===== src/rtl/if_stage.sv =====
// if_stage: instruction fetch with a single-outstanding imem handshake,
// ID-resolved redirects (branch / j / jr) and the IF/ID pipeline register.
// A one-word skid buffer holds a word that returns while ID is stalled.
module if_stage #(
    parameter logic [31:0] RESET_PC   = 32'h0000_3000,
    parameter bit          DELAY_SLOT = 1'b1
) (
    input  logic        clk,
    input  logic        rst,
    input  logic        stall_D,
    input  logic        branch_taken_D,
    input  logic [31:0] branch_target_D,
    input  logic        jump_D,
    input  logic [25:0] Low26_D,
    input  logic        jr_D,
    input  logic [31:0] jr_target_D,
    output logic        imem_req,
    output logic [31:0] imem_addr,
    input  logic        imem_ack,
    input  logic [31:0] imem_rdata,
    output logic [31:0] Instruction_D,
    output logic [31:0] PC_D,
    output logic [31:0] PC_plus4_D,
    output logic        valid_D
);

    localparam logic [1:0] S_FETCH = 2'd0;
    localparam logic [1:0] S_HOLD  = 2'd1;
    localparam logic [1:0] S_DROP  = 2'd2;

    logic [1:0]  state;
    logic [31:0] skid;
    logic        pend_vld;
    logic [31:0] pend_pc;

    logic        ack;
    logic        redir;
    logic [31:0] tgt;
    logic [31:0] next_pc;

    // An ack only counts against a live request; a late ack after reset is dropped.
    assign ack = imem_ack & imem_req;

    // Redirect decode: only while ID is not stalled, jr > jump > branch.
    always_comb begin
        redir = !stall_D && (jr_D || jump_D || branch_taken_D);
        if (jr_D)
            tgt = {jr_target_D[31:2], 2'b00};
        else if (jump_D)
            tgt = {PC_plus4_D[31:28], Low26_D, 2'b00};
        else
            tgt = branch_target_D;
    end

    // Sequential fall-through address, unless a redirect was recorded mid-wait.
    assign next_pc = pend_vld ? pend_pc : imem_addr + 32'd4;

    // Fetch FSM, PC, pending target, skid buffer and IF/ID register.
    // While in HOLD imem_addr still names the buffered word; it advances on exit.
    always_ff @(posedge clk or posedge rst) begin
        if (rst) begin
            state         <= S_FETCH;
            imem_req      <= 1'b0;
            imem_addr     <= RESET_PC;
            skid          <= 32'h0;
            pend_vld      <= 1'b0;
            pend_pc       <= 32'h0;
            Instruction_D <= 32'h0;
            PC_D          <= 32'h0;
            PC_plus4_D    <= 32'h0;
            valid_D       <= 1'b0;
        end else begin
            case (state)
                S_FETCH: begin
                    imem_req <= 1'b1;
                    if (ack && !stall_D) begin
                        if (redir && !DELAY_SLOT) begin
                            valid_D       <= 1'b0;
                            Instruction_D <= 32'h0;
                        end else begin
                            Instruction_D <= imem_rdata;
                            PC_D          <= imem_addr;
                            PC_plus4_D    <= imem_addr + 32'd4;
                            valid_D       <= 1'b1;
                        end
                        imem_addr <= redir ? tgt : next_pc;
                        pend_vld  <= 1'b0;
                    end else if (ack) begin
                        skid     <= imem_rdata;
                        imem_req <= 1'b0;
                        state    <= S_HOLD;
                    end else if (!stall_D) begin
                        valid_D       <= 1'b0;
                        Instruction_D <= 32'h0;
                        if (redir) begin
                            pend_vld <= 1'b1;
                            pend_pc  <= tgt;
                            if (!DELAY_SLOT)
                                state <= S_DROP;
                        end
                    end
                end
                S_HOLD: begin
                    if (!stall_D) begin
                        if (redir && !DELAY_SLOT) begin
                            valid_D       <= 1'b0;
                            Instruction_D <= 32'h0;
                        end else begin
                            Instruction_D <= skid;
                            PC_D          <= imem_addr;
                            PC_plus4_D    <= imem_addr + 32'd4;
                            valid_D       <= 1'b1;
                        end
                        imem_addr <= redir ? tgt : next_pc;
                        pend_vld  <= 1'b0;
                        imem_req  <= 1'b1;
                        state     <= S_FETCH;
                    end
                end
                S_DROP: begin
                    imem_req <= 1'b1;
                    if (!stall_D) begin
                        valid_D       <= 1'b0;
                        Instruction_D <= 32'h0;
                        if (redir) begin
                            pend_vld <= 1'b1;
                            pend_pc  <= tgt;
                        end
                    end
                    // Squashed word returns: discard it and go to the recorded target.
                    if (ack) begin
                        imem_addr <= redir ? tgt : next_pc;
                        pend_vld  <= 1'b0;
                        state     <= S_FETCH;
                    end
                end
                default: state <= S_FETCH;
            endcase
        end
    end

endmodule


===== config.mk =====
export PLATFORM = sky130hd
export DESIGN_NAME = if_stage
export DESIGN_NICKNAME = d
export VERILOG_FILES = /design/src/rtl/if_stage.sv
export SDC_FILE = /design/constraint.sdc
export NUM_CORES = 1
export LEC_CHECK = 0
export ABC_AREA = 1
export BUFFER_PORTS_ARGS = -buffer_cell sky130_fd_sc_hd__buf_4
export CORE_MARGIN = 2
export CORE_UTILIZATION = 30
export CTS_CLUSTER_DIAMETER = 120
export DETAILED_ROUTE_END_ITERATION = 7
export MAX_ROUTING_LAYER = met4
export PLACE_DENSITY = 0.61
export SLEW_MARGIN = 20
export SYNTH_ARGS = -nofsm -noshare
export SYNTH_HDL_FRONTEND = slang
export SYNTH_SLANG_ARGS = --single-unit

===== constraint.sdc =====
create_clock -name clk -period 5.72 [get_ports clk]
set_input_delay 0.572 -clock clk [delete_from_list [all_inputs] [get_ports clk]]
set_output_delay 0.572 -clock clk [all_outputs]
set_load 0.01 [all_outputs]

==> flow_summary.ini <==
[clock_tree]
cts_sinks = 194
cts_buffer_depth = 2
cts_resized = 0
cts_tree = built
ctsRootBufferMaster = clkbuf_16
clk_latency_ns = 0.44
htree_levels = 4
cts_hold_buffers = 0
cts_buffers = 17
post_cts_buffers = 0
cts.clk_slew.worst_paths_ns = 0.08

[timing]
slew_viol_final = 0
finalHoldViolCount = 0
slew_headroom = 0.401
setup_ws_ns = 2.44
setup_viol = 0
max_freq_ghz = 0.305
min_period_ns = 3.28
worstMarginPinSlew_ns = 0.894
rsz0062_at_grt = no
skew_ns = 0.0152
fin_tns_setup_ns = 0
fin_crit_sh = 0.573

[synthesis]
synth_seq_cells = 194
syn_area_um2 = 9470
synth_area_leader_cell = dfrtp_1
synth_cell_types = 30
synth_top_area_frac = 0.507
ys_warn_count = 0
ys_seq_area_frac = 0.513
avgSynthCellArea_um2 = 8.03
synth.area.top_cells = dfrtp_1, nand2_1, a21oi_1, nor2_1, o21ai_0
synthesis.nets = 1310
synthCells = 1180

[worst_setup_path]
end_kind = register
crit_family = buffers and inverters
cp_common_cell = buf_4
startpoint_type = register
slowest_delay_ns = 0.73
crit_arrival_ns = 3.65
required_ns = 6.09
crit_type = reg2reg
cp_max_fo = 76
cp_slowest_cell = clkinv_2
path_cells = buf_4 > inv_2 > nand2_2 > inv_2 > nor2_4 > buf_4 > clkinv_2 > buf_4 > a21oi_1 > nand2_1 > nand2_1
crit_buf_inv = 6

[pwr]
pwr_density_cell_nw_per_um2 = 360
p_leak_uw = 0.00590
ir_drop_uv = 255
total_power_uw = 4410

[die]
die_area_um2 = 33000
rows = 65
io_pins = 259
coreArea_um2 = 31300
start_util = 0.302
fp.dieH_um = 182
fp.dieW_um = 182

[cells_and_area]
final_cells = 1814
area_growth_pct = 29.6
drive_gt1_frac = 0.256
nNetsFinal = 1527
multi_input_area_um2 = 4050
final-seq-area_um2 = 4860
fin_util = 0.392
nFillCells = 3225

[routing]
dr.pass1.iters = 5
wl_per_cell_um = 16.7
wl_mm = 30.3
vias_per_cell = 4.80
postRouteAntennaNets = 0
vias = 8710
dr.first_iter.drc_count = 557
drc_errors = 0

[global_route]
grt_pass1_vias = 8334
grt_antenna_before_repair = 2
overflow = 0
grt_max_degree = 77
grt_usage = 0.190
grt_pass1_wl_mm = 47.6

[job]
drv.max_cap_violation_count = 0

[placement]
port_buffers = 256
hpwl_mm = 21.7
dpl_worst_slack_ns = 2.05
place_congestion = 0.881
dp.cells = 1780

[min_path]
hold_path_class = in2reg

[status]
status = finished, final reports clean
-- power breakdown --
| group | switching [uW] | internal, uW |
|---|---|---|
| Sequential | 250 | 1690 |
| Combinational | 675 | 566 |
| Clock | 628 | 603 |
| Total | 1550 | 2860 |
-- cell type report --
type | instances | share of cell area
Sequential cell | 194 | 0.396
Multi-Input combinational cell | 850 | 0.330
Timing Repair Buffer | 266 | 0.163
Tap cell | 402 | 0.0410
Clock buffer | 18 | 0.0358
Inverter | 68 | 0.0212
Clock inverter | 14 | 0.0133
Antenna cell | 2 | 0.000408
-- logic make-up (layout without fill, tap and decap cells) --
logic type                 Yosys count  after routing  share of synthesized area
adders and majority gates            1              1                    0.00132
xor gates and xnor gates            13             13                     0.0120
and+or+nand+nor                    536            536                      0.232
DFF                                194            194                      0.513
buffers and inverters              136            366                     0.0600
muxes                               32             32                     0.0381
other                                0              2                          0
AOI/OAI and AO/OA                  268            268                      0.144
-- cell usage after synthesis --
cell type / number
inv_1: 60
nand2_2: 4
clkbuf_1: 25
nor2_2: 6
clkinv_1: 1
o21ai_0: 79
nor3_1: 1
mux2_2: 32
o211ai_1: 1
nand3_1: 43
dfrtp_1: 192
o22ai_1: 3
xor2_1: 12
nor2_4: 9
nor2_1: 107
nor2_8: 1
inv_2: 7
nand2_1: 360
dfstp_2: 2
ha_1: 1
nor3b_1: 1
o21ai_1: 32
buf_2: 34
buf_4: 4
a31oi_1: 13
and2_1: 3
a21oi_1: 140
xnor2_1: 1
nand2_4: 1
buf_1: 5
-- metal layers --
metal,part of all wire,global-route usage
met5,0,-
met4,0.021,0.0540
met3,0.068,0.0439
met2,0.46,0.290
met1,0.45,0.253
-- final timing paths --
check                                      from                             to  slack (ns)  cells after the start
min in group asynchronous                   rst            PC_D[0]$_DFFE_PP0P_        0.41                      3
max reg2reg                state[0]$_DFFE_PP0P_      imem_addr[26]$_DFFE_PP0P_        2.44                     11
max in group asynchronous                   rst  Instruction_D[25]$_DFFE_PP0P_        4.68                      3
max                        state[0]$_DFFE_PP0P_      imem_addr[26]$_DFFE_PP0P_        2.44                     11
min reg2reg                PC_D[12]$_DFFE_PP0P_           PC_D[12]$_DFFE_PP0P_        0.48                      2
min                              imem_rdata[23]           skid[23]$_DFFE_PP0P_        0.37                      2
-- state kept, by name, summed over array words and instances, names as in the netlist --
| register | flops |
|---|---|
| imem_req | 1 |
| skid | 32 |
| PC_D | 32 |
| PC_plus4_D | 30 |
| pend_pc | 32 |
| valid_D | 1 |
| Instruction_D | 32 |
| pend_vld | 1 |
| imem_addr | 32 |
| state | 1 |
-- cell usage in the layout (no fill, tap or decap), types with 4 or more instances in the layout --
master,instances
buf_4,266
inv_1,59
a31oi_1,13
xor2_1,12
dfrtp_1,192
o21ai_1,32
nor2_2,6
o21ai_0,79
inv_6,4
mux2_2,32
nand3_1,43
clkinv_8,4
nand2_1,360
clkbuf_16,17
a21oi_1,140
nor2_1,107
inv_2,6
nor2_4,9
nand2_2,4
-- metrics by stage --
stage	instance area [um^2]	hold WS, ns
floorplan	9470	0.442
global placement	11700	0.455
detailed placement	11700	0.464
CTS	12300	0.356
global route	12300	0.351
finish	12300	0.373
-- worst reg2reg max path, cell delays in order (launching register included) --
cell and delay [ns]:
dfrtp_1 0.33, buf_4 0.38, inv_2 0.06, nand2_2 0.13
inv_2 0.07, nor2_4 0.06, buf_4 0.64, clkinv_2 0.75
buf_4 0.48, a21oi_1 0.17, nand2_1 0.08, nand2_1 0.06
(Power assumes the default switching activity.)
